`src/rtl/uart_tx_fifo.sv`:
```
// UART transmitter with a power-of-two transmit FIFO. Frame format (data bits,
// parity, stop bits) is fixed by parameters; queued characters go out back-to-back.
module uart_tx_fifo #(
  parameter int CLKS_PER_BIT = 217,
  parameter int DATA_BITS    = 8,
  parameter int PARITY       = 0,
  parameter int STOP_BITS    = 1,
  parameter int FIFO_DEPTH   = 16
) (
  input  logic                          i_Clock,
  input  logic                          i_Reset,
  input  logic                          i_TX_DV,
  input  logic [DATA_BITS-1:0]          i_TX_Byte,
  output logic                          o_TX_Ready,
  output logic                          o_TX_Overflow,
  output logic [$clog2(FIFO_DEPTH):0]   o_FIFO_Count,
  output logic                          o_TX_Active,
  output logic                          o_TX_Serial,
  output logic                          o_TX_Done
);

  localparam int AW = $clog2(FIFO_DEPTH);
  localparam int CW = AW + 1;
  localparam int TW = $clog2(STOP_BITS * CLKS_PER_BIT);
  localparam int BW = $clog2(DATA_BITS);
  localparam logic [TW-1:0] BIT_LAST  = TW'(CLKS_PER_BIT - 1);
  localparam logic [TW-1:0] STOP_LAST = TW'(STOP_BITS * CLKS_PER_BIT - 1);
  localparam logic [BW-1:0] IDX_LAST  = BW'(DATA_BITS - 1);
  localparam logic [CW-1:0] CNT_FULL  = CW'(FIFO_DEPTH);

  if (CLKS_PER_BIT < 2 || CLKS_PER_BIT > 1023) begin : g_bad_cpb
    $error("uart_tx_fifo: CLKS_PER_BIT must be 2..1023");
  end
  if (DATA_BITS < 5 || DATA_BITS > 9) begin : g_bad_db
    $error("uart_tx_fifo: DATA_BITS must be 5..9");
  end
  if (PARITY < 0 || PARITY > 2) begin : g_bad_par
    $error("uart_tx_fifo: PARITY must be 0, 1 or 2");
  end
  if (STOP_BITS < 1 || STOP_BITS > 2) begin : g_bad_stop
    $error("uart_tx_fifo: STOP_BITS must be 1 or 2");
  end
  if (FIFO_DEPTH < 2 || FIFO_DEPTH > 256 || (1 << AW) != FIFO_DEPTH) begin : g_bad_depth
    $error("uart_tx_fifo: FIFO_DEPTH must be a power of two in 2..256");
  end

  typedef enum logic [2:0] {S_IDLE, S_START, S_DATA, S_PARITY, S_STOP} state_t;

  logic [DATA_BITS-1:0] r_Mem [FIFO_DEPTH];
  logic [AW-1:0]        r_Wr_Ptr, r_Rd_Ptr;
  logic [CW-1:0]        r_Count;
  logic                 r_Ready, r_Overflow;
  state_t               r_State;
  logic [TW-1:0]        r_Clk_Cnt;
  logic [BW-1:0]        r_Bit_Idx;
  logic [DATA_BITS-1:0] r_Shift;
  logic                 r_Parity, r_Serial, r_Active, r_Done;

  logic                 w_Push, w_Pop, w_Bit_End;
  logic [CW-1:0]        w_Count_Next;
  logic [DATA_BITS-1:0] w_Head;

  // Push is gated by the registered ready flag, so a same-cycle pop never frees a full slot.
  assign w_Push       = i_TX_DV & r_Ready;
  assign w_Pop        = (r_State == S_IDLE) && (r_Count != '0);
  assign w_Count_Next = r_Count + CW'(w_Push) - CW'(w_Pop);
  assign w_Head       = r_Mem[r_Rd_Ptr];
  assign w_Bit_End    = (r_Clk_Cnt == BIT_LAST);

  always_ff @(posedge i_Clock) begin
    if (w_Push) r_Mem[r_Wr_Ptr] <= i_TX_Byte;
  end

  always_ff @(posedge i_Clock or posedge i_Reset) begin
    if (i_Reset) begin
      r_Wr_Ptr   <= '0;
      r_Rd_Ptr   <= '0;
      r_Count    <= '0;
      r_Ready    <= 1'b1;
      r_Overflow <= 1'b0;
    end else begin
      if (w_Push) r_Wr_Ptr <= r_Wr_Ptr + AW'(1);
      if (w_Pop)  r_Rd_Ptr <= r_Rd_Ptr + AW'(1);
      r_Count    <= w_Count_Next;
      r_Ready    <= (w_Count_Next != CNT_FULL);
      r_Overflow <= i_TX_DV & ~r_Ready;
    end
  end

  // The line register samples the current state, so o_TX_Serial lags the state by one edge.
  always_ff @(posedge i_Clock or posedge i_Reset) begin
    if (i_Reset) begin
      r_State   <= S_IDLE;
      r_Clk_Cnt <= '0;
      r_Bit_Idx <= '0;
      r_Shift   <= '0;
      r_Parity  <= 1'b0;
      r_Serial  <= 1'b1;
      r_Active  <= 1'b0;
      r_Done    <= 1'b0;
    end else begin
      r_Done <= 1'b0;
      unique case (r_State)
        S_IDLE: begin
          r_Serial <= 1'b1;
          if (w_Pop) begin
            r_Shift   <= w_Head;
            r_Parity  <= (PARITY == 1) ? ~^w_Head : ^w_Head;
            r_Active  <= 1'b1;
            r_Clk_Cnt <= '0;
            r_State   <= S_START;
          end
        end
        S_START: begin
          r_Serial <= 1'b0;
          if (w_Bit_End) begin
            r_Clk_Cnt <= '0;
            r_Bit_Idx <= '0;
            r_State   <= S_DATA;
          end else begin
            r_Clk_Cnt <= r_Clk_Cnt + TW'(1);
          end
        end
        S_DATA: begin
          r_Serial <= r_Shift[0];
          if (w_Bit_End) begin
            r_Clk_Cnt <= '0;
            r_Shift   <= r_Shift >> 1;
            if (r_Bit_Idx == IDX_LAST) begin
              r_State <= (PARITY != 0) ? S_PARITY : S_STOP;
            end else begin
              r_Bit_Idx <= r_Bit_Idx + BW'(1);
            end
          end else begin
            r_Clk_Cnt <= r_Clk_Cnt + TW'(1);
          end
        end
        S_PARITY: begin
          r_Serial <= r_Parity;
          if (w_Bit_End) begin
            r_Clk_Cnt <= '0;
            r_State   <= S_STOP;
          end else begin
            r_Clk_Cnt <= r_Clk_Cnt + TW'(1);
          end
        end
        S_STOP: begin
          r_Serial <= 1'b1;
          if (r_Clk_Cnt == STOP_LAST) begin
            r_Clk_Cnt <= '0;
            r_State   <= S_IDLE;
            r_Done    <= 1'b1;
            r_Active  <= 1'b0;
          end else begin
            r_Clk_Cnt <= r_Clk_Cnt + TW'(1);
          end
        end
        default: r_State <= S_IDLE;
      endcase
    end
  end

  assign o_TX_Ready    = r_Ready;
  assign o_TX_Overflow = r_Overflow;
  assign o_FIFO_Count  = r_Count;
  assign o_TX_Active   = r_Active;
  assign o_TX_Serial   = r_Serial;
  assign o_TX_Done     = r_Done;

endmodule

```
`config.mk`:
```
export PLATFORM = sky130hd
export DESIGN_NAME = uart_tx_fifo
export DESIGN_NICKNAME = d
export VERILOG_FILES = /design/src/rtl/uart_tx_fifo.sv
export SDC_FILE = /design/constraint.sdc
export NUM_CORES = 1
export LEC_CHECK = 0
export CAP_MARGIN = 0
export CORE_MARGIN = 1
export CORE_UTILIZATION = 45
export CTS_BUF_LIST = sky130_fd_sc_hd__clkbuf_16
export DETAILED_ROUTE_END_ITERATION = 7
export PLACE_DENSITY = 0.64
export SYNTH_ARGS = -nofsm -noshare
export SYNTH_HDL_FRONTEND = slang
export SYNTH_SLANG_ARGS = --single-unit
```
`constraint.sdc`:
```
create_clock -name i_Clock -period 5.5 [get_ports i_Clock]
set_input_delay 0.825 -clock i_Clock [delete_from_list [all_inputs] [get_ports i_Clock]]
set_output_delay 0.825 -clock i_Clock [all_outputs]
set_load 0.1 [all_outputs]
```
==> flow_metrics.tcl, run 1 <==
set metrics [dict create \
    outcome "completed" \
    syn_area_per_cell_um2 16.5 \
    synth_area_um2 7060 \
    yosys_warnings 0 \
    drv_cap 0 \
    placed_area_um2 7400 \
    synthXorXnorAreaFrac_pct 2.36 \
    vias_per_cell 5.33 \
    synth_compound_area_share_pct 4.84 \
    path_class "reg -> reg" \
    row_count 45 \
    nNetsFinal 478 \
    drtAntennaViolNets 0 \
    clock-sinks 169 \
    synth_area_leader_cell "edfxtp_1" \
    htree_levels 4 \
    period_share_pct 56.3 \
    max-slew-margin-rel_pct 14.7 \
    antenna_cells 0 \
    hold_ws_ns 0.488 \
    netlist_top_cells_area "edfxtp_1, dfrtp_1, mux4_2" \
    worstPathRequired_ns 5.84 \
    crit_arrival_ns 3.44 \
    highest_layer "met4" \
    synth_mux_area_share_pct 12.1 \
    end_kind "flip-flop" \
    wl_met3_um 406 \
    cts_hold_buffers 0 \
    ys_types 43 \
    yosys.area_share.simple_pct 5.94 \
    power_density_nw_per_um2 434 \
    critPathLaunchType "flip-flop" \
    post_cts_buffers 0 \
    routabilityCongestion 0.775 \
    die_x_um 127 \
    synthAdderAreaFrac_pct 2.94 \
    synth_edf_count 128 \
    clockRootBuffer "clkbuf_16" \
    hold_path_class "reg -> reg" \
    clock_latency_ns 0.43 \
    fin_crit_ns 3.10 \
    synthArstFlopShare_pct 24.3 \
    synthTopCellsByCount "edfxtp_1, dfrtp_1, nand2_1" \
    grt_setup_unrepaired "no" \
    synth_top_area_share_pct 54.4 \
    grt_max_degree 42 \
    skew_ns 0.00784 \
    syn_inst 429 \
    die_area_um2 16200 \
    pin_count 21 \
    io_buffers 20 \
    wl_per_cell_um 19.0 \
    layout-drive-gt1-share_pct 13.1 \
    fillers 1238 \
    syn-num-nets 456 \
    cts_tree "done" \
    crit_path_max_fanout 9 \
    drc 0 \
    first_global_vias 3730 \
    wirelength_um 12800 \
    core_area_um2 15300 \
    p_leak_nw 2.81 \
    wl_met2_um 6460 \
    dr.first_iter.drc_count 249 \
    cts_resized 0 \
    start_util_pct 46.3 \
    cts.reportedPaths.clkPinSlew_ns 0.06 \
    yosysMostFrequentCell "edfxtp_1" \
    report.final.slew_viol_count 0 \
    ys_seq_elements 169 \
    final_area_um2 8040 \
    chipHeight_um 127 \
    setup_tns_ns 0 \
    synth_top_family_by_area "multiplexers" \
    hpwlAfterDp_um 8520 \
    fmax_mhz 323 \
    p_total_mw 3.49 \
    vias 3601 \
    finalWorstSetupSlack_ns 2.40 \
    gr-usage-all-layers_pct 17.5 \
    grt_antenna_before_repair 0 \
    dpl_worst_slack_ns 2.20 \
    synth-main-ff-cell "edfxtp_1" \
    wl_met1_um 5620 \
    area_growth_pct 13.8 \
    cts_buffers 17 \
    finalHoldViolations 0 \
    worst_slew_pin_slew_ns 1.27 \
    grt_pass1_wl_um 20500 \
    overflow 0 \
    peakVddDrop_v 0.000221 \
    setup_viol 0 \
    firstDrtPassIters 4 \
    ys_seq_area_share_pct 69.0 \
    max-clock-path-buffers 2 \
]
layer usage:
| metal | up-vias | global-route usage, % |
|---|---|---|
| met1 | 1830 | 22.4 |
| met4 | 0 | 8.75 |
| met5 | - | 0 |
| li1 | 1685 | - |
| met2 | 66 | 28.5 |
| met3 | 20 | 3.60 |
cell type report:
class | count | area, um^2 | area share [%]
repair buffers | 22 | 215 | 2.68
flip-flops and latches | 169 | 4870 | 60.6
inverters | 16 | 60.1 | 0.747
well taps | 211 | 264 | 3.28
clock buffers | 17 | 425 | 5.29
multi-input cells | 225 | 1990 | 24.7
clock inverters | 15 | 210 | 2.62
power breakdown:
part | switching, mW | internal, mW
Clock | 0.504 | 0.770
Sequential | 0.0668 | 1.53
Combinational | 0.427 | 0.191
per-stage QoR:
step                      cells  util (%)
after floorplan             429         -
after global placement      643      48.5
after detailed placement    643      48.5
after CTS                   675      52.7
after global routing        675      52.7
final                       675      52.7
sequential cells by signal (all words and copies together) (netlist names):
register	flops
o_FIFO_Count	5
r_Shift	8
r_Wr_Ptr	4
r_Clk_Cnt	8
r_Bit_Idx	3
o_TX_Ready	1
o_TX_Active	1
o_TX_Done	1
o_TX_Overflow	1
r_State	3
o_TX_Serial	1
r_Rd_Ptr	4
r_Parity	1
r_Mem	128
placed cells by master (no fill, tap or decap), drive strengths merged, types with 6 or more instances in the layout:
master	Yosys	routed
edfxtp	128	128
dfrtp	39	39
nand2	38	38
mux4	32	32
nor2	26	26
o21ai	24	24
inv	16	23
clkdlybuf4s50	0	20
a22oi	17	17
clkbuf	5	17
xnor2	15	15
ha	15	15
mux2i	8	8
nor3	7	7
nand3	6	6
a21oi	6	6
cells by family (layout without fill, tap and decap cells):
kind of cell	Yosys count	after routing
flip-flops	169	169
adder cells (fa/ha/maj)	16	16
multiplexers	41	41
buffers and inverters	35	70
AO/OA/AOI/OAI	55	55
XOR/XNOR	19	19
AND/OR/NAND/NOR	94	94
final timing paths:
path / start / endpoint / slack, ns / cells after the start
setup reg to reg: o_FIFO_Count[3]$_DFF_PP0_ / o_TX_Ready$_DFF_PP1_ / 2.40 / 14
hold / removal: r_Shift[5]$_DFFE_PP0P_ / r_Shift[5]$_DFFE_PP0P_ / 0.49 / 2
setup / recovery: o_FIFO_Count[3]$_DFF_PP0_ / o_TX_Ready$_DFF_PP1_ / 2.40 / 14
min in group asynchronous: i_Reset / r_Clk_Cnt[0]$_DFFE_PP0P_ / 0.83 / 3
hold reg to reg: r_Shift[5]$_DFFE_PP0P_ / r_Shift[5]$_DFFE_PP0P_ / 0.49 / 2
max in group asynchronous: i_Reset / r_Rd_Ptr[2]$_DFFE_PP0P_ / 4.29 / 3
critical path, cell delays in order (launching register included):
cell and delay, ns:
dfrtp_1 0.40, inv_1 0.08, ha_1 0.14, inv_1 0.04, o41ai_1 0.50, nor2_1 0.30, ha_1 0.36, inv_1 0.04
ha_1 0.20, fa_1 0.40, a21oi_1 0.14, nor2_1 0.05, nor2_1 0.11, xnor2_1 0.16, nand3b_1 0.11
Note: power is estimated with default switching activity, not from simulation.
==> run 2, diff against run 1 <==
clock period = 3.15 ns   (was 5.5 ns; I/O delays follow)
==> run 2 against run 1 <==
  * Worst setup slack worse by 1.9 ns
  * Non-clock buffer count up 20
  * Wire length up 2.3%
  * Combinational power up 80%
  * Core utilization up 0.94 points
  * Total power up 74%
  * Clock-buffer cell count unchanged
  * First-iteration DRC count up 21%
  * Sequential share of layout area down 1.1 points
  * Register-to-register slack worse by 1.9 ns
  * Critical path depth unchanged
==> flow_metrics.tcl, run 2 (synthesized netlist as in run 1, its figures left out) <==
set metrics [dict create \
    cts_resized 0 \
    crit_path_start "o_FIFO_Count[2]$_DFF_PP0_" \
    p_leak_nw 2.92 \
    layout_top_registers "r_Mem x128, r_Clk_Cnt x8, r_Shift x8" \
    largest_reg_flops 128 \
    grt_max_degree 35 \
    r2r_cells 14 \
    placed_area_um2 7550 \
    first_global_vias 3715 \
    final_area_um2 8180 \
    end_kind "flip-flop" \
    dr.first_iter.drc_count 302 \
    worst_slew_pin_slew_ns 0.961 \
    antenna_cells 0 \
    peakVddDrop_v 0.000655 \
    hpwlAfterDp_um 8510 \
    worst-r2r-setup-slack_ns 0.49 \
    grt_antenna_before_repair 0 \
    post_cts_buffers 0 \
    layout_common_cells "edfxtp_1, nand2_1, dfrtp_1, buf_4, nor2_1" \
    wl_per_cell_um 18.9 \
    max-slew-margin-rel_pct 35.7 \
    nNetsFinal 498 \
    vias 3688 \
    worstPathRequired_ns 3.50 \
    cts_tree "done" \
    cts.reportedPaths.clkPinSlew_ns 0.07 \
    grt_pass1_wl_um 20800 \
    finalHoldViolations 0 \
    drc 0 \
    overflow 0 \
    setup_tns_ns 0 \
    area_growth_pct 15.9 \
    rr_endpoint "o_TX_Ready$_DFF_PP1_" \
    r2r-start "o_FIFO_Count[2]$_DFF_PP0_" \
    final_util_pct 53.6 \
    largest-register "r_Mem" \
    crit_arrival_ns 3.02 \
    clockRootBuffer "clkbuf_16" \
    firstDrtPassIters 4 \
    hold_path_class "in -> async" \
    clock-sinks 169 \
    gr-usage-all-layers_pct 17.8 \
    path_class "reg -> reg" \
    drv_cap 0 \
    cts_buffers 17 \
    clock_latency_ns 0.43 \
    vias_per_cell 5.31 \
    chipHeight_um 127 \
    final_common_cell "edfxtp_1" \
    die_x_um 127 \
    skew_ns 0.00874 \
    row_count 45 \
    critPathLaunchType "flip-flop" \
    grt_setup_unrepaired "no" \
    io_buffers 20 \
    layout-drive-gt1-share_pct 18.8 \
    period_share_pct 84.6 \
    core_area_um2 15300 \
    die_area_um2 16200 \
    crit_path_max_fanout 4 \
    htree_levels 4 \
    outcome "completed" \
    cts_hold_buffers 0 \
    max-clock-path-buffers 2 \
    drtAntennaViolNets 0 \
    start_util_pct 46.3 \
    wirelength_um 13100 \
    report.final.slew_viol_count 0 \
    setup_viol 0 \
    routabilityCongestion 0.759 \
    power_density_nw_per_um2 740 \
    fin_crit_ns 2.66 \
    crit_end "o_TX_Ready$_DFF_PP1_" \
    fmax_mhz 375 \
    fillers 1239 \
    pin_count 21 \
]
## run 2: cell types whose count changed in the layout (fill, tap and decap cells not counted), moves of 2 or more
cell and change:
buf_4 +27, clkdlybuf4s50_1 -8, clkinv_8 +3, inv_6 -3
inv_8 +3, bufinv_16 -2
## run 2: metal layers
metal	up-vias	global-route usage (%)	share of wire (%)
met5	-	0	0
met4	0	6.51	1.3
met3	13	3.77	5.0
met2	71	28.3	49
met1	1876	24.3	44
li1	1728	-	-
## run 2: stage by stage
step / power, mW / hold WS [ns] / setup slack (ns) / std cells
6_report: 6.05 / 0.385 / 0.486 / 695
5_1_grt: 6.29 / 0.419 / 0.211 / 695
4_1_cts: 6.12 / 0.389 / 0.470 / 695
3_5_place_dp: 3.95 / 0.475 / 0.452 / 663
3_3_place_gp: 3.92 / 0.466 / 0.505 / 663
2_1_floorplan: 3.61 / 0.444 / 0.155 / 429
## run 2: how the worst min path moves through the flow
stage,from,slack (ns),depth (start not counted),end
after detailed placement,r_Shift[4]$_DFFE_PP0P_,0.47,2,r_Shift[4]$_DFFE_PP0P_
after global placement,r_Shift[1]$_DFFE_PP0P_,0.47,2,r_Shift[1]$_DFFE_PP0P_
final,i_Reset,0.39,2,r_Rd_Ptr[2]$_DFFE_PP0P_
after global routing,i_Reset,0.42,2,r_Rd_Ptr[2]$_DFFE_PP0P_
after CTS,i_Reset,0.39,2,r_Rd_Ptr[2]$_DFFE_PP0P_
after floorplan,r_Shift[0]$_DFFE_PP0P_,0.44,2,r_Shift[0]$_DFFE_PP0P_
## run 2: where the power goes
group	internal, mW	switching (mW)	total (mW)
Sequential	2.66	0.123	2.79
Clock	1.22	0.947	2.16
Combinational	0.356	0.749	1.11
Total	4.24	1.82	6.05
## run 2: worst max-delay path, stage by stage, from the launching register on
cell and delay (ns):
dfrtp_2 0.41, inv_1 0.08, ha_1 0.14, inv_1 0.05
o41ai_2 0.32, nor2_1 0.12, ha_1 0.30, inv_1 0.04
ha_1 0.19, fa_1 0.40, a21oi_1 0.14, nor2_1 0.05
nor2_1 0.11, xnor2_1 0.15, nand3b_1 0.10
## run 2: final cells by class
cell class              instances  area [um^2]  share of cell area (%)
flip-flops and latches        169         4880                    59.6
multi-input cells             225         2000                    24.4
clock buffers                  17          425                    5.20
repair buffers                 42          358                    4.37
well taps                     211          264                    3.23
clock inverters                15          203                    2.48
inverters                      16         60.1                   0.734
